--- config.mk ---
export PLATFORM = sky130hd
export DESIGN_NAME = cont_campo_bcd
export DESIGN_NICKNAME = d
export VERILOG_FILES = /design/src/rtl/cont_pkg.sv /design/src/rtl/bin_a_bcd.sv /design/src/rtl/cont_campo_bcd.sv
export SDC_FILE = /design/constraint.sdc
export NUM_CORES = 1
export LEC_CHECK = 0
export ABC_AREA = 0
export BUFFER_PORTS_ARGS = -buffer_cell sky130_fd_sc_hd__buf_2
export CAP_MARGIN = 20
export CORE_AREA = 2 2 46 44
export CTS_BUF_LIST = sky130_fd_sc_hd__clkbuf_8
export DETAILED_ROUTE_END_ITERATION = 10
export DIE_AREA = 0 0 48 46
export MAX_ROUTING_LAYER = met4
export PLACE_DENSITY = 0.84
export RECOVER_POWER = 100
export SKIP_CTS_REPAIR_TIMING = 1
export SLEW_MARGIN = 10
export SYNTH_ARGS = -nofsm -noshare
export SYNTH_HDL_FRONTEND = slang
export SYNTH_SLANG_ARGS = --single-unit
export TNS_END_PERCENT = 50
--- constraint.sdc ---
create_clock -name clk -period 4.4 [get_ports clk]
set_clock_uncertainty 0.05 [all_clocks]
set_input_delay 0.44 -clock clk [delete_from_list [all_inputs] [get_ports clk]]
set_output_delay 0.44 -clock clk [all_outputs]
set_load 0.05 [all_outputs]
--- src/rtl/cont_pkg.sv ---
// Shared definitions for the time-field counters of the clock/calendar
// setting path: default PS/2 arrow-key codes, the field-position index type
// and the BCD width helper.
package cont_pkg;

   // PS/2 scan codes for keypad 8 (step up) and keypad 2 (step down)
   localparam logic [7:0] KEY_UP_DEF = 8'h75;
   localparam logic [7:0] KEY_DN_DEF = 8'h72;

   // Field-position index as driven by the setting-mode selector
   localparam int POS_W_DEF = 2;
   typedef logic [POS_W_DEF-1:0] pos_t;

   // Packed-BCD width for a given number of decimal digits
   function automatic int bcd_width(input int digits);
      return 4 * digits;
   endfunction

endpackage

--- src/rtl/bin_a_bcd.sv ---
// Combinational binary to packed-BCD converter (double dabble / shift-add-3).
// Digits above the magnitude of the input read 0.
module bin_a_bcd #(
   parameter int W      = 5,
   parameter int DIGITS = 2
) (
   input  logic [W-1:0]        bin,
   output logic [4*DIGITS-1:0] bcd
);

   localparam int SW = 4 * DIGITS + W;

   logic [SW-1:0] sr;

   // Shift the binary value into the BCD field, adding 3 to any digit >= 5
   // before each shift so it carries correctly into the next decade.
   always_comb begin
      // NOTE: every variable gets a full default at the top of always_comb so
      // no path can leave it unassigned and infer a latch.
      sr        = '0;
      sr[W-1:0] = bin;
      for (int i = 0; i < W; i++) begin
         for (int d = 0; d < DIGITS; d++) begin
            if (sr[W+4*d +: 4] > 4'd4)
               sr[W+4*d +: 4] = sr[W+4*d +: 4] + 4'd3;
         end
         sr = sr << 1;
      end
      bcd = sr[SW-1 -: 4*DIGITS];
   end

endmodule

--- src/rtl/cont_campo_bcd.sv ---
// One field (hours, minutes, seconds, day, month...) of the clock/calendar
// setting path. Holds MIN..MAX, steps up/down from PS/2 arrow keys while its
// position is selected, advances from a free-running tick otherwise and
// presents the value in binary and as registered packed BCD.
// Build option: define CONT_CAMPO_CARRY_EN to enable the tick path and
// carry_out; without it the field changes only through load and keys.
module cont_campo_bcd
   import cont_pkg::*;
#(
   parameter int         N      = 8,
   parameter int         P      = 2,
   parameter int         MY_POS = 0,
   parameter int         MIN    = 0,
   parameter int         MAX    = 23,
   parameter int         DIGITS = 2,
   parameter int         W      = $clog2(MAX + 1),
   parameter logic [N-1:0] KEY_UP = N'(KEY_UP_DEF),
   parameter logic [N-1:0] KEY_DN = N'(KEY_DN_DEF)
) (
   input  logic                           clk,
   input  logic                           rst,
   input  logic [P-1:0]                   posicion,
   input  logic                           edit_en,
   input  logic                           en_codigo,
   input  logic [N-1:0]                   key_code,
   input  logic                           tick,
   input  logic                           load,
   input  logic [W-1:0]                   load_val,
   output logic [W-1:0]                   valor,
   output logic [bcd_width(DIGITS)-1:0]   dato_bcd,
   output logic                           carry_out,
   output logic                           key_ack,
   output logic                           editando
);

   localparam logic [W-1:0] MIN_V = W'(MIN);
   localparam logic [W-1:0] MAX_V = W'(MAX);
   localparam logic [W-1:0] ONE_V = W'(1);

   logic         en_codigo_q;
   logic         selected;
   logic         key_ev;
   logic         tick_ok;
   logic         below_min;
   logic         above_max;
   logic         at_min;
   logic         at_max;
   logic [W-1:0] bcd_src;
   logic [bcd_width(DIGITS)-1:0] bcd_comb;

   assign selected = edit_en && (posicion == P'(MY_POS));
   assign key_ev   = en_codigo && !en_codigo_q;
   assign at_min   = (valor == MIN_V);
   assign at_max   = (valor == MAX_V);

`ifdef CONT_CAMPO_CARRY_EN
   // Ticks only advance the field while it is not being set
   assign tick_ok = tick && !selected;
`else
   logic unused_tick;
   assign unused_tick = tick;
   assign tick_ok     = 1'b0;
`endif

   // Range limits that cannot be violated by a W-bit value are folded away
   // so the comparison is never a constant.
   if (MIN == 0) begin : g_no_lo
      assign below_min = 1'b0;
   end else begin : g_lo
      assign below_min = (load_val < MIN_V);
   end

   if (MAX == (2 ** W) - 1) begin : g_no_hi
      assign above_max = 1'b0;
   end else begin : g_hi
      assign above_max = (load_val > MAX_V);
   end

   // Convert MIN during reset so dato_bcd comes out of reset as BCD(MIN)
   assign bcd_src = rst ? MIN_V : valor;

   bin_a_bcd #(
      .W      (W),
      .DIGITS (DIGITS)
   ) u_bin_a_bcd (
      .bin (bcd_src),
      .bcd (bcd_comb)
   );

   // Field value and pulse outputs: rst > load > key step > tick
   always_ff @(posedge clk) begin
      // NOTE: state is updated with non-blocking assignments so every
      // register samples the pre-edge values of the others.
      if (rst) begin
         valor       <= MIN_V;
         en_codigo_q <= 1'b0;
         carry_out   <= 1'b0;
         key_ack     <= 1'b0;
         editando    <= 1'b0;
      end else begin
         en_codigo_q <= en_codigo;
         editando    <= selected;
         carry_out   <= 1'b0;
         key_ack     <= 1'b0;
         if (load) begin
            valor <= (below_min || above_max) ? MIN_V : load_val;
         end else if (selected && key_ev) begin
            if (key_code == KEY_UP) begin
               valor   <= at_max ? MIN_V : valor + ONE_V;
               key_ack <= 1'b1;
            end else if (key_code == KEY_DN) begin
               valor   <= at_min ? MAX_V : valor - ONE_V;
               key_ack <= 1'b1;
            end
         end else if (tick_ok) begin
            valor     <= at_max ? MIN_V : valor + ONE_V;
            carry_out <= at_max;
         end
      end
   end

   // Registered BCD view, one cycle behind valor
   always_ff @(posedge clk) begin
      dato_bcd <= bcd_comb;
   end

endmodule

## After elaboration in Yosys (flattened, before gate mapping)

Index checks and enable logic that the tools add are counted.

| word-level totals | value |
|---|---|
| flip-flop bits (word level) | 16 |
| bits of input ports | 21 |
| output and inout bits | 16 |

| cells by class | value |
|---|---|
| $add $sub $neg | 9 |
| order comparisons | 8 |
| equality and inequality tests | 3 |
| mux-type cells | 17 |
| bitwise gates (word level) | 1 |
| reduce and logical (&&, ||, !) cells | 10 |

Operators with widths:

| kind | count |
|---|---|
| 5-bit 2-to-1 mux | 8 |
| 4-bit by 3-bit greater-than comparator with 1-bit output (second input constant) | 5 |
| 8-bit by 7-bit equality test with 1-bit output (second input constant) | 2 |
| 4-bit by 2-bit adder with 4-bit output (second input constant) | 3 |
| 3-bit 2-to-1 mux | 4 |
| 4-bit 2-to-1 mux | 3 |
| 3-bit by 2-bit adder with 3-bit output (second input constant) | 2 |
| 5-bit by 1-bit adder with 5-bit output (second input constant) | 1 |
| 5-bit equality test (second input constant) | 1 |
| 5-bit greater-than comparator (second input constant) | 1 |
| 5-bit zero test | 1 |
| 5-bit by 1-bit subtractor with 5-bit output (second input constant) | 1 |
| 1-bit by 2-bit adder with 3-bit output (both inputs constant) | 1 |
| 1-bit by 2-bit adder with 3-bit output (second input constant) | 1 |
| 1-bit by 3-bit greater-than comparator with 1-bit output (both inputs constant) | 1 |
| 1-bit by 3-bit greater-than comparator with 1-bit output (second input constant) | 1 |
| 1-bit logical AND | 3 |
| 3-bit nonzero test | 1 |
| 3-bit OR reduction | 1 |
| 2-bit zero test | 1 |
| 1-bit 2-to-1 mux | 2 |
| 2-bit AND reduction | 1 |
| 2-bit nonzero test | 1 |
| 1-bit zero test | 1 |
| 1-bit NOT | 1 |

## Logic depth before layout (Yosys ltp)

Gate-level depths: netlist of run 1.

| depth | value |
|---|---|
| depth after elaboration | 9 |
| depth in mapped cells | 7 |
| gate-level depth less buffers | 7 |

## By module

From an unflattened synthesis of run 1, not the netlist that was laid out.

| unflattened totals | value |
|---|---|
| cells, all modules | 139 |
| area total of the unflattened synthesis | 1097.3 µm² |

By module, submodules not included:

| module | times used | cells an instance | area each (µm²) |
|---|---|---|---|
| cont_campo_bcd | 1 | 88 | 777.0 |
| bin_a_bcd | 1 | 51 | 320.3 |

## Least setup slack after synthesis of run 1

No wires, ideal clock.

| timing | value |
|---|---|
| kind | reg2reg |
| from | register valor[1] |
| to | register valor[4] |
| library setup time | 0.139 ns |
| arrival | 1.835 ns |
| required time | 4.211 ns |
| setup slack | 2.377 ns |
| stages on the path, launching flop included | 7 |
| path through | dfxtp_1 -> inv_1 -> ha_1 -> nor4b_1 -> or3_1 -> a21oi_1 -> a221oi_1 |

| between the ends | value |
|---|---|
| longest elaborated chain between the ends | 6 |

Ends and longest elaborated chain:

| item | RTL line | text |
|---|---|---|
| start, declared | cont_campo_bcd.sv:29 | `output logic [W-1:0] valor,` |
| start signal, assigned | cont_campo_bcd.sv:106 | `valor <= (below_min \|\| above_max) ? MIN_V : load_val;` |
| start signal, assigned | cont_campo_bcd.sv:109 | `valor <= at_max ? MIN_V : valor + ONE_V;` |
| start signal, assigned | cont_campo_bcd.sv:112 | `valor <= at_min ? MAX_V : valor - ONE_V;` |
| 5-bit by 1-bit subtractor with 5-bit output / 5-bit zero test (equally long branches) | cont_campo_bcd.sv:112, cont_campo_bcd.sv:53 |  |
| 5-bit 2-to-1 mux | cont_campo_bcd.sv:112 |  |
| 5-bit 2-to-1 mux | cont_campo_bcd.sv:111 | `end else if (key_code == KEY_DN) begin` |
| 5-bit 2-to-1 mux (*) | cont_campo_bcd.sv:108 | `if (key_code == KEY_UP) begin` |
| 5-bit 2-to-1 mux (*) | cont_campo_bcd.sv:107 | `end else if (selected && key_ev) begin` |
| 5-bit 2-to-1 mux (*) | cont_campo_bcd.sv:105 | `if (load) begin` |

Mark *: on every way between the ends. The rest lies on a longest branch, timed or not. The select of a mux whose other input is x is not followed.
A chain may end at the register's enable or synchronous reset.

## Final worst setup path of run 1

| timing | value |
|---|---|
| from | input port posicion[1] |
| to | register valor[4] |

| between the ends | value |
|---|---|
| longest elaborated chain between the ends | 5 |

Ends and longest elaborated chain:

| item | RTL line | text |
|---|---|---|
| start, declared | cont_campo_bcd.sv:22 | `input logic [P-1:0] posicion,` |
| 2-bit zero test | cont_campo_bcd.sv:51 | `assign selected = edit_en && (posicion == P'(MY_POS));` |
| 1-bit logical AND | cont_campo_bcd.sv:51 |  |
| 1-bit logical AND | cont_campo_bcd.sv:107 |  |
| 2-bit nonzero test (no line) | n/a |  |
| 2-bit AND reduction (no line) | n/a |  |

Every way passes these cells.

==> results of run 1 <==
-- routing by layer --
| layer | routed length, µm | vias to the layer above | part of all wire (%) | global-route usage [%] |
|---|---|---|---|---|
| met2 | 1030 | 50 | 49 | 34.1 |
| met3 | 165 | 9 | 7.9 | 2.78 |
| met4 | 60 | 0 | 2.9 | 10.8 |
| met5 | 0 | - | 0 | - |
| li1 | - | 426 | - | - |
| met1 | 839 | 392 | 40 | 26.4 |
-- state kept, by name, indices dropped and copies added (netlist names) --
| signal | cells |
|---|---|
| dato_bcd | 6 |
| valor | 5 |
| editando | 1 |
| en_codigo_q | 1 |
| key_ack | 1 |
-- worst max-delay path: stages --
cell      delay (ps)
buf_2            100
or3b_1           450
nor4_1           550
a21oi_1          250
a221oi_1         320
-- cells by family (layout without fill, tap and decap cells) --
| group | after synthesis | after routing |
|---|---|---|
| xor gates and xnor gates | 3 | 3 |
| DFF | 14 | 14 |
| adders and majority gates | 2 | 2 |
| AOI/OAI and AO/OA | 23 | 23 |
| muxes | 2 | 2 |
| and+or+nand+nor | 46 | 46 |
| other | 1 | 3 |
| buffers and inverters | 10 | 38 |
-- layout by cell type, fill, tap and decap left out, drive strengths merged, types with 2 or more instances in the layout --
cell and count:
nand4b 2, nor2 9, ha 2, nand3b 3, nand2b 2, nand2 9, o21ai 4, dfxtp 14
nand3 6, nor2b 2, clkbuf 17, a21oi 6, conb 3, a211oi 3, xor2 2, a221oi 2
a31oi 3, nor3 5, inv 3, or3b 2, buf 18
-- area by class of cell --
cell class,instances,area (µm²)
Fill cell,182,771
Multi-Input combinational cell,79,505
Sequential cell,14,280
Timing Repair Buffer,32,143
Clock buffer,3,41.3
Tap cell,25,31.3
Inverter,3,11.3
-- metrics by stage --
step / worst slack [ps] / cells / utilization [%] / cell area (µm²) / total power (µW)
4_1_cts: 2560 / 156 / 59.3 / 1060 / 331
5_1_grt: 2270 / 156 / 56.8 / 1010 / 339
3_5_place_dp: 2540 / 153 / 57.0 / 1020 / 225
3_3_place_gp: 2560 / 153 / 57.0 / 1020 / 223
2_1_floorplan: 2380 / 103 / - / 872 / 205
6_report: 2390 / 156 / 56.8 / 1010 / 326
-- path summary, 6_finish.rpt --
kind                     from  cells past startpoint           to  slack (ps)
hold reg to reg      valor[0]                      2  dato_bcd[0]         560
setup reg to reg     valor[1]                      7     valor[0]        2530
hold / removal    load_val[3]                      3     valor[3]         380
setup / recovery  posicion[1]                      5     valor[4]        2390
-- power groups by stage --
stage               combinational [µW]  sequential (µW)  clock, µW
floorplan                         43.3              162          0
global placement                  79.8              143          0
detailed placement                81.8              144          0
CTS                               83.1              141        107
global route                      85.4              142        111
finish                            79.1              141        105
==> key figures, run 1 <==
Yosys
  • Post-Synth Adder-Cell Area: under 10%
  • Largest family of logic cells by synthesized area: simple AND/OR/NAND/NOR gates
  • Synth area leaders: dfxtp_1, nor2_1, nand3_1, nand2_1, a21oi_1
  • Synth Area in Compound Gates: between 10% and 20%
  • Synth Instances: ~100
  • #FFs+latches synth: 14
  • Post-synthesis async set-or-reset flop share: 0%
  • Synth area leader: dfxtp_1
  • Post-synth top cells: dfxtp_1, nor2_1, nand2_1, nand3_1, a21oi_1
  • Top-count cell post-synth: dfxtp_1
  • Avg Inst Size Synth: 8.56 µm²
  • Distinct cell type count after synthesis: 45
  • Synth Area in XOR/XNOR: around 3.0%
  • Simple-gate share of the synthesized area: between 30% and 40%
  • Main synth FF type: dfxtp_1
  • Syn Std Cell Area: roughly 860 µm²
  • Post-synth EDFFs: 0
  • Post-synthesis sequential area ratio: about a third
  • Mux cell area share after synthesis: 2.46%
  • Yosys Warn Count: 0
  • Synth top area share: roughly a third

GRT
  • Largest net degree at the start of global routing: 16
  • Global-route wire length before repair: around 3200 µm
  • Vias in the first global route: about 750
  • Antenna violations before repair: 0
  • GRT Residual Overflow: 0
  • Gr usage total: about 22%

Drt
  • Iteration-0 DRC Markers: 20
  • Via density: approximately 5.6
  • Avg WL per Cell: ~13 µm
  • Drc violations: 0
  • Post-route ant nets: 0
  • First-pass iteration count of the detailed router: 4
  • DRT Wirelength: 2090 µm
  • Via Count: between 800 and 900

STA
  • Setup TNS: 0 ps
  • Slew Viols, Final: 0
  • Period minus WS final: roughly 2000 ps
  • Rel. slew slack: 59.6%
  • Slew @ Worst Pin: 601 ps
  • Tcrit/Tclk final: between 40% and 50%
  • Endpoints failing setup: 0
  • FMAX: about 500 MHz
  • Unrepaired setup endpoints after global routing: false
  • Hold WS: roughly 380 ps
  • Final Hold Fails: 0

Clock tree
  • CTS H-tree depth: 1
  • Clock Path Buffers: 2
  • Worst-path clk slew: ~50 ps
  • Sink Count: 14
  • TritonCTS clock tree: yes
  • CTS Buf Count: 3
  • Worst-Skew Late Latency: 250 ps
  • Clk root buf: clkbuf_8

Power
  • Sw frac: 33.0%
  • Internal power: approximately 220 µW
  • Sequential share of power: between 40% and 50%
  • Leakage Power: 0.000391 µW
  • Comb pwr share: approximately a quarter
  • Pwr dens: about 320 mW/mm²
  • Peak VDD IR: between 0.15 and 0.2 mV
  • NetSw: ~110 µW
  • Clock network power share: roughly 32%

Floorplanning
  • Die area: 0.00221 mm²
  • Initial Util: about half
  • Die width: between 40 and 50 µm
  • Die height: about 46 µm
  • I/O Pins: 37
  • Core Region: 0.00178 mm²
  • Site row count: 15

Setup path
  • Critical path arrival: around 2100 ps
  • Req. time, crit path: between 4000 and 5000 ps
  • Worst Path Class, Setup: in -> reg
  • CP max FO: 4
  • Worst setup EP type: flip-flop
  • CP Launch Type: input port

Finish
  • Area Overhead vs Synth: 17.1%
  • Nets: 156
  • Share of layout cells above drive strength 1: 19.1%
  • Inserted Diodes: 0

Run status
  • Run status: completed

Placed design
  • HPWL after detailed placement: about 1500 µm
  • GPL Wtd Cong: between 0.8 and 0.9
  • Buffers on Ports: 32

Flow run
  • # Max-Cap Violations: 0

Min path
  • HP Class: in -> reg
(Power assumes the default switching activity.)
==> inputs of run 2 (changes only) <==
- CORE_AREA: 2 2 46 44 -> 2 2 48 46
- DIE_AREA: 0 0 48 46 -> 0 0 50 48
- PLACE_DENSITY: 0.84 -> 0.77
- clock period: 4.4 -> 2 ns (I/O delays scaled with it)
==> key figures, run 2 (synthesized netlist as in run 1, its figures left out) <==
Clock tree
  • Worst-path clk slew: 60 ps (about the same)
  • Worst-Skew Late Latency: 250 ps (about the same)
  • Clock Path Buffers: 2 (unchanged)
  • TritonCTS clock tree: yes
  • CTS H-tree depth: 1 (unchanged)
  • Clk root buf: clkbuf_8
  • CTS Buf Count: 3 (unchanged)
  • Sink Count: 14 (unchanged)

Drt
  • Post-route ant nets: 0 (unchanged)
  • Via Count: 858 (-2.2%)
  • Iteration-0 DRC Markers: 15 (-25%)
  • First-pass iteration count of the detailed router: 4 (unchanged)
  • DRT Wirelength: 2020 µm (-3.3%)
  • Via density: 5.46 (-2.8%)
  • Avg WL per Cell: 12.9 µm (-4.0%)
  • Drc violations: 0 (unchanged)

Setup path
  • Slowest-stage cell, CP: dfxtp_1
  • R2R setup slack: 250 ps (-2280 ps)
  • CP Launch Point: valor[0]
  • Reg2reg end: valor[4]
  • Cell Chain, Critical Path: inv_1 > ha_1 > nor4b_2 > or3_1 > a21oi_1 > a221oi_1
  • Critical path arrival: 1800 ps (-310 ps)
  • R2r startpoint: valor[0]
  • R2R cell count: 6 (-1)
  • Buffers and inverters on the worst path: 1 (unchanged)
  • Delay-heaviest family, CP: simple AND/OR/NAND/NOR gates
  • CP Launch Type: flip-flop
  • Worst setup EP type: flip-flop
  • Worst Path Class, Setup: reg -> reg
  • WP depth: 6 (+1)
  • CP max FO: 5 (+1)
  • Req. time, crit path: 2050 ps (-2450 ps)
  • Slowest Stage Delay on Critical Path: 410 ps (-140 ps)

STA
  • Period minus WS final: 1750 ps
  • Setup TNS: 0 ps (unchanged)
  • Slew Viols, Final: 0 (unchanged)
  • Unrepaired setup endpoints after global routing: false
  • Tcrit/Tclk final: a little under 90%
  • Endpoints failing setup: 0 (unchanged)
  • Final worst setup slack: 249 ps (-2140 ps)
  • Rel. slew slack: 51.7% (-7.9 points)
  • Final Hold Fails: 0 (unchanged)
  • Slew @ Worst Pin: 718 ps (+117 ps)
  • FMAX: approximately 570 MHz

Power
  • Peak VDD IR: 0.641 mV (+280%)
  • PnR Total Power: 765 µW (+130%)
  • Pwr dens: 737 mW/mm² (+130%)
  • Leakage Power: 0.000401 µW (+2.6%)

GRT
  • Global-route wire length before repair: 3220 µm (-0.65%)
  • Antenna violations before repair: 0 (unchanged)
  • Largest net degree at the start of global routing: 16 (unchanged)
  • GRT Residual Overflow: 0 (unchanged)
  • Gr usage total: 19.1% (-2.5 points)
  • Vias in the first global route: 747 (unchanged)

Placed design
  • GPL Wtd Cong: 0.823 (-6.6%)
  • Pre-CTS WS: 222 ps (-2320 ps)
  • HPWL after detailed placement: 1470 µm (-1.7%)
  • Buffers on Ports: 32 (unchanged)

Finish
  • Nets: 156 (unchanged)
  • Max FFs per register: 6 (unchanged)
  • Inserted Diodes: 0 (unchanged)
  • Share of layout cells above drive strength 1: 22.0% (+2.9 points)
  • Filler cells: 195 (+7.1%)
  • Biggest register: dato_bcd
  • Top flop regs: dato_bcd x6, valor x5
  • Final Util: 55.8% (-0.95 points)
  • Most common cell after layout, fill and taps aside: buf_2
  • Area Overhead vs Synth: 20.0%
  • Most frequent cells in the layout: buf_2, clkbuf_1, dfxtp_1

Floorplanning
  • Initial Util: 46.5% (-2.0 points)
  • I/O Pins: 37 (unchanged)
  • Core Region: 0.00186 mm² (+4.2%)
  • Die width: 50 µm (+4.2%)
  • Site row count: 15 (unchanged)
  • Die area: 0.00240 mm² (+8.7%)
  • Die height: 48 µm (+4.3%)

Min path
  • Hold depth: 3 (unchanged)
  • Hold EP: valor[2]
  • Worst Min Path Start: load_val[2]
  • HP Class: in -> reg

Flow run
  • # Max-Cap Violations: 0 (unchanged)

Run status
  • Run status: completed
run 2: tightest hold or removal path, stage by stage:
cell	delay [ps]
buf_2	70
nand3b_1	60
o21ai_0	70
run 2: cell type report:
cell class | instances | area, µm² | area share [%]
Multi-Input combinational cell | 79 | 515 | 49.7
Sequential cell | 14 | 282 | 27.1
Timing Repair Buffer | 32 | 143 | 13.8
Clock buffer | 4 | 55.1 | 5.31
Tap cell | 25 | 31.3 | 3.02
Inverter | 3 | 11.3 | 1.09
run 2: stage by stage:
| stage | hold slack [ps] | cell area [µm²] | instances |
|---|---|---|---|
| floorplan | 230 | 873 | 103 |
| global placement | 396 | 1020 | 153 |
| detailed placement | 402 | 1020 | 153 |
| CTS | 147 | 1070 | 157 |
| global route | 163 | 1040 | 157 |
| finish | 140 | 1040 | 157 |
run 2: worst max-delay path by stage:
stage	slack (ps)	endpoint
after floorplan	30	valor[4]
after global placement	270	valor[0]
after detailed placement	220	valor[0]
after CTS	140	valor[0]
after global routing	120	valor[0]
final	250	valor[4]
run 2: per-layer routing:
metal | part of all wire [%] | GRT usage [%] | vias up | wire length, µm
met5 | 0 | - | - | 0
met3 | 9.5 | 6.56 | 4 | 191
met2 | 50 | 34.5 | 39 | 1010
li1 | - | - | 426 | -
met1 | 40 | 19.6 | 389 | 802
met4 | 0.99 | 7.78 | 0 | 20
run 2: power breakdown:
| part | switching (µW) | internal (µW) |
|---|---|---|
| Combinational | 119 | 54.7 |
| Sequential | 17.3 | 294 |
| Clock | 106 | 175 |
| Total | 242 | 523 |
